==> config.mk <==
export PLATFORM = sky130hd
export DESIGN_NAME = truth_table_sweeper_flat
export DESIGN_NICKNAME = d
export VERILOG_FILES = /design/src/rtl/logic_test_pkg.sv /design/src/rtl/truth_table_sweeper_if.sv /design/src/rtl/truth_table_sweeper_hold.sv /design/src/rtl/truth_table_sweeper.sv /design/src/flat_wrapper.sv
export SDC_FILE = /design/constraint.sdc
export NUM_CORES = 1
export LEC_CHECK = 0
export ABC_AREA = 1
export CORE_MARGIN = 10
export CORE_UTILIZATION = 50
export DETAILED_ROUTE_END_ITERATION = 10
export PLACE_DENSITY = 0.78
export SYNTH_ARGS = -nofsm -noshare
export SYNTH_HDL_FRONTEND = slang
export SYNTH_SLANG_ARGS = --single-unit
==> constraint.sdc <==
create_clock -name clk -period 1.5 [get_ports clk]
set_input_delay 0.15 -clock clk [delete_from_list [all_inputs] [get_ports clk]]
set_output_delay 0.15 -clock clk [all_outputs]
set_load 0.005 [all_outputs]
==> src/rtl/logic_test_pkg.sv <==
// Shared constants and helpers for the truth-table sweep logic.
// Holds the FSM state encoding and a constant-evaluable clog2.
// No logic of its own; imported by interface, timer and top.
package logic_test_pkg;

  localparam logic [1:0] S_IDLE  = 2'd0;
  localparam logic [1:0] S_DRIVE = 2'd1;
  localparam logic [1:0] S_DONE  = 2'd2;

  // Smallest r such that 2**r >= v; usable in parameter expressions.
  function automatic int clog2(input int v);
    int r;
    r = 0;
    for (int i = 0; i < 31; i++) begin
      if ((1 << i) < v) r = i + 1;
    end
    return r;
  endfunction

endpackage

==> src/rtl/truth_table_sweeper_if.sv <==
// Bundle of sweep control, CUT stimulus/response and result signals.
// master = stimulus/CUT side, slave = the sweeper itself.
// No flow control: start is a level sampled only while idle.
interface truth_table_sweeper_if
  import logic_test_pkg::*;
#(
  parameter int N_IN = 3
);
  localparam int NP = 1 << N_IN;
  localparam int MW = clog2(NP + 1);

  logic            start;
  logic [NP-1:0]   expected;
  logic [N_IN-1:0] dut_in;
  logic            dut_out;
  logic            busy;
  logic            done;
  logic [NP-1:0]   captured;
  logic [MW-1:0]   mismatch_cnt;
  logic            pass;

  modport master (
    output start, expected, dut_out,
    input  dut_in, busy, done, captured, mismatch_cnt, pass
  );

  modport slave (
    input  start, expected, dut_out,
    output dut_in, busy, done, captured, mismatch_cnt, pass
  );

endinterface

==> src/rtl/truth_table_sweeper_hold.sv <==
// Hold-cycle counter: counts 0..HOLD-1 while enabled, then restarts.
// o_tc is combinational on the count and marks the last hold cycle.
// Clear has priority over enable; no backpressure.
module hold_timer
  import logic_test_pkg::*;
#(
  parameter int HOLD = 10
) (
  input  logic i_clk,
  input  logic i_rst,
  input  logic i_clr,
  input  logic i_en,
  output logic o_tc
);
  localparam int CW = (HOLD > 1) ? clog2(HOLD) : 1;

  logic [CW-1:0] r_cnt;

  assign o_tc = (r_cnt == CW'(HOLD - 1));

  // Count hold cycles; wrap to zero at terminal count so it never overflows.
  always_ff @(posedge i_clk) begin
    if (i_rst || i_clr) begin
      r_cnt <= '0;
    end else if (i_en) begin
      r_cnt <= o_tc ? '0 : r_cnt + CW'(1);
    end
  end

endmodule

==> src/rtl/truth_table_sweeper.sv <==
// Drives every N_IN-bit pattern onto a CUT for HOLD cycles, captures its output, compares to a table.
// Sweep takes 2**N_IN*HOLD cycles from the accepted start edge to the done pulse.
// start is only honoured while idle; requests during a sweep are dropped, not queued.
module truth_table_sweeper
  import logic_test_pkg::*;
#(
  parameter int N_IN = 3,
  parameter int HOLD = 10
) (
  input  logic                  clk,
  input  logic                  rst,
  truth_table_sweeper_if.slave  bus
);
  localparam int NP = 1 << N_IN;
  localparam int MW = clog2(NP + 1);

  logic [1:0]      r_state;
  logic [NP-1:0]   r_exp;
  logic [NP-1:0]   r_cap;
  logic [N_IN-1:0] r_pat;
  logic [MW-1:0]   r_mcnt;
  logic            r_pass;

  logic w_tc;
  logic w_mis;
  logic w_last;

  assign w_mis  = bus.dut_out ^ r_exp[r_pat];
  assign w_last = &r_pat;

  // The timer is held clear outside DRIVE so every sweep starts from hold=0.
  hold_timer #(.HOLD(HOLD)) u_hold (
    .i_clk (clk),
    .i_rst (rst),
    .i_clr (r_state != S_DRIVE),
    .i_en  (r_state == S_DRIVE),
    .o_tc  (w_tc)
  );

  // Sweep FSM: latch on start, sample on each terminal count, finish after the last pattern.
  always_ff @(posedge clk) begin
    if (rst) begin
      r_state <= S_IDLE;
      r_exp   <= '0;
      r_cap   <= '0;
      r_pat   <= '0;
      r_mcnt  <= '0;
      r_pass  <= 1'b0;
    end else begin
      case (r_state)
        S_IDLE: begin
          if (bus.start) begin
            r_exp   <= bus.expected;
            r_cap   <= '0;
            r_mcnt  <= '0;
            r_pass  <= 1'b0;
            r_pat   <= '0;
            r_state <= S_DRIVE;
          end
        end
        S_DRIVE: begin
          if (w_tc) begin
            r_cap[r_pat] <= bus.dut_out;
            if (w_mis) r_mcnt <= r_mcnt + MW'(1);
            if (w_last) begin
              // Fold in the final compare, which is not yet visible in r_mcnt.
              r_pass  <= (r_mcnt == '0) && !w_mis;
              r_state <= S_DONE;
            end else begin
              r_pat <= r_pat + N_IN'(1);
            end
          end
        end
        S_DONE:  r_state <= S_IDLE;
        default: r_state <= S_IDLE;
      endcase
    end
  end

  assign bus.dut_in       = r_pat;
  assign bus.busy         = (r_state == S_DRIVE);
  assign bus.done         = (r_state == S_DONE);
  assign bus.captured     = r_cap;
  assign bus.mismatch_cnt = r_mcnt;
  assign bus.pass         = r_pass;

endmodule
==> src/flat_wrapper.sv <==
// flat-port wrapper written by rule: the top's interface ports become plain ports
module truth_table_sweeper_flat import logic_test_pkg::*;
#(
  parameter int N_IN = 3,
  parameter int HOLD = 10
)
  (clk, rst, bus_start, bus_expected, bus_dut_out, bus_dut_in, bus_busy, bus_done, bus_captured, bus_mismatch_cnt, bus_pass);
  truth_table_sweeper_if #(.N_IN(N_IN)) bus_i ();
  input  logic clk;
  input  logic rst;
  input wire logic [$bits(bus_i.start)-1:0] bus_start;
  input wire logic [$bits(bus_i.expected)-1:0] bus_expected;
  input wire logic [$bits(bus_i.dut_out)-1:0] bus_dut_out;
  output wire logic [$bits(bus_i.dut_in)-1:0] bus_dut_in;
  output wire logic [$bits(bus_i.busy)-1:0] bus_busy;
  output wire logic [$bits(bus_i.done)-1:0] bus_done;
  output wire logic [$bits(bus_i.captured)-1:0] bus_captured;
  output wire logic [$bits(bus_i.mismatch_cnt)-1:0] bus_mismatch_cnt;
  output wire logic [$bits(bus_i.pass)-1:0] bus_pass;
  assign bus_i.start = bus_start;
  assign bus_i.expected = bus_expected;
  assign bus_i.dut_out = bus_dut_out;
  assign bus_dut_in = bus_i.dut_in;
  assign bus_busy = bus_i.busy;
  assign bus_done = bus_i.done;
  assign bus_captured = bus_i.captured;
  assign bus_mismatch_cnt = bus_i.mismatch_cnt;
  assign bus_pass = bus_i.pass;
  truth_table_sweeper #(.N_IN(N_IN), .HOLD(HOLD)) u_core (.clk(clk), .rst(rst), .bus(bus_i));
endmodule
==> metrics <==
I/O Buffers=29; initial antenna violation count=0; f_max=between 600 and 700 MHz; core area=between 2000 and 3000 um^2; kind of critical path=register to register; synthesized area per cell=just under 7 um^2; Worst EP required=around 1.8 ns; vias per cell=5.131; max-slew violations=0; Ports=30; 1st-iter DRT viols=between 70 and 80; post-synth top area share=0.3941; clock-pin slew on the worst setup and hold paths=~0.09 ns; die footprint=5656 um^2; period utilization=1.033; hold_ws=between 0.4 and 0.5 ns; FF+latch count, synth=30; PwrDens=around 820 nW/um^2; synthesized area=roughly 1500 um^2; Peak VDD IR=about 770 uV; Area Growth Syn to Fin=40.23%; Total GRT Usage=0.1378; CTS Sinks=30; width of the die=between 70 and 80 um; drt pass-1 iters=4; Post-Route WL=4110 um; CP Max Fanout=5; Util after Layout=0.7554; commonest cells after routing, fill and taps aside=nand2_1 (35), nor2_1 (30), clkdlybuf4s50_1 (26), inv_1 (24), dfxtp_1 (24); maxcap violations=0; most common cell after layout, fill and taps aside=nand2_1; Final setup viols=4; Leakage=about 0.93 nW; layout cell share with drive strength beyond 1=0.2584; Slew headroom=0.7953; DRC=0; Setup crit end kind=register; Critical Path Start Type=register; Syn. warnings=0; hold_buf cts=0; HPWL after DPL=~2700 um; Total Power=1.744 mW; CTS buffer count=5; worst hold path type=input pin to register; worst slew pin tran=about 0.30 ns; Starting Density=0.5387; Worst EP arrival=approximately 1.8 ns; H-tree lvl count=2; area leader, netlist=dfxtp_1; number of global-route vias before repair=about 1,400; syn_nets=between 200 and 250; CTS tree=built; ANT nets after route=0; GP Congestion=0.8366; Vert. Die Dim=75.21 um; fillers=around 230; Post-layout nets=283; CTS root buf=clkbuf_4; post-synthesis sequential area ratio=0.3941; Fin. Hold Viols=0; failing checks=setup timing; grt ovf=0; Wirelength per Cell=approximately 14 um; RSZ-0062 raised after global routing=true; CTS max path bufs=2; post-route setup slack=-0.04888 ns; Post-Syn Instances=between 200 and 250; Netlist cell types=27; vias=between 1,500 and 2,000; Clk Latency, worst-skew pair=between 0.3 and 0.4 ns; row count=19; largest net degree at the start of global routing=14; Synth area leaders=dfxtp_1 (39%), nand2_1 (10%), nor2_1 (8.4%); Tmin final=approximately 1.5 ns; clk_skew=between 0.004 and 0.005 ns; Ant. Diodes=0; outcome=finished, violations left; first-pass GRT wire length=6113 um
==> synthesized netlist by cell type <==
cell      count
nand3_4       1
nor2_1       34
nand3_1      10
nand4_1       1
ha_1          4
o21ai_2       1
nor3_1        4
nand3_2       2
buf_2         2
inv_6         1
nand2_1      41
clkbuf_1      3
buf_6         2
nand2_2       4
a21oi_1      16
a21o_1        1
a31oi_1       3
nor3b_1       1
o21ai_0      20
o31ai_1       1
nor2_4        1
inv_2         5
dfxtp_1      30
inv_1        24
nor2_2        5
nor3_2        1
a21oi_2       1
==> through the flow <==
stage               cells  cell area, um^2   TNS, ns  setup WS (ns)
detailed placement    284             1912         0        0.05050
global route          298             2137   -0.5567        -0.1290
global placement      284             1912         0        0.07193
finish                298             2137  -0.06447       -0.04888
floorplan             219             1524         0        0.03454
CTS                   294             1993         0       0.003737
==> critical path: stages, from the launching register on <==
cell and delay, ns:
dfxtp_4 0.36, buf_4 0.15, inv_2 0.05, nor2_2 0.12, nand3_1 0.12, nand2_2 0.13, nor2_2 0.06, nand2_2 0.11
nand3_4 0.13, nand3_2 0.10, nand2_2 0.05, nor2_2 0.11
==> final timing paths <==
path                                        from                                      end  slack (ns)  cells past startpoint
max            u_core.bus.dut_in[2]$_SDFFE_PP0P_  u_core.bus.mismatch_cnt[1]$_SDFFE_PP0P_       -0.05                     11
min                              bus_expected[2]             u_core.r_exp[2]$_SDFFE_PP0P_        0.44                      3
max reg2reg    u_core.bus.dut_in[2]$_SDFFE_PP0P_  u_core.bus.mismatch_cnt[1]$_SDFFE_PP0P_       -0.05                     11
min reg2reg  u_core.u_hold.r_cnt[0]$_SDFFE_PP0P_      u_core.u_hold.r_cnt[0]$_SDFFE_PP0P_        0.44                      1
==> flip-flops by register name, summed over array words and instances, names as in the netlist <==
register,cells
u_core.r_exp,8
u_core.u_hold.r_cnt,4
u_core.bus.dut_in,3
u_core.bus.captured,8
u_core.bus.mismatch_cnt,4
u_core.r_state,2
u_core.bus.pass,1
==> per-layer routing <==
metal | routed length (um) | global-route usage | vias up
met2 | 2051 | 0.2276 | 30
li1 | - | - | 798
met5 | 0 | 0 | -
met1 | 1726 | 0.1564 | 689
met4 | 90 | 0.06186 | 0
met3 | 242 | 0.04993 | 12
==> final cells by class <==
class	count	area (um^2)	area share
Clock buffer	7	45.04	0.02108
Inverter	30	122.6	0.05738
Multi-Input combinational cell	153	863.3	0.4040
Sequential cell	30	610.6	0.2857
Tap cell	31	38.79	0.01815
Timing Repair Buffer	47	456.7	0.2137
==> what timing repair did <==
item	4_1_cts	5_1_grt
setup buffers	3	3
setup endpoints to repair	5	19
resized for setup	8	35
pin swaps	1	5
cloned	0	1
==> where the power goes <==
group | internal [mW] | switching [mW] | total [mW]
sequential | 0.846 | 0.0369 | 0.883
combinational | 0.201 | 0.218 | 0.419
clock | 0.176 | 0.266 | 0.442
==> cells by family (layout without fill, tap and decap cells) <==
kind of cell	after synthesis	after routing	synth area share
AO/OA/AOI/OAI	43	43	0.1519
adder cells (fa/ha/maj)	4	4	0.03284
buffers and inverters	37	84	0.1059
flip-flops	30	30	0.3941
AND/OR/NAND/NOR	105	106	0.3153
No activity file was read; power rests on OpenSTA's default activity.
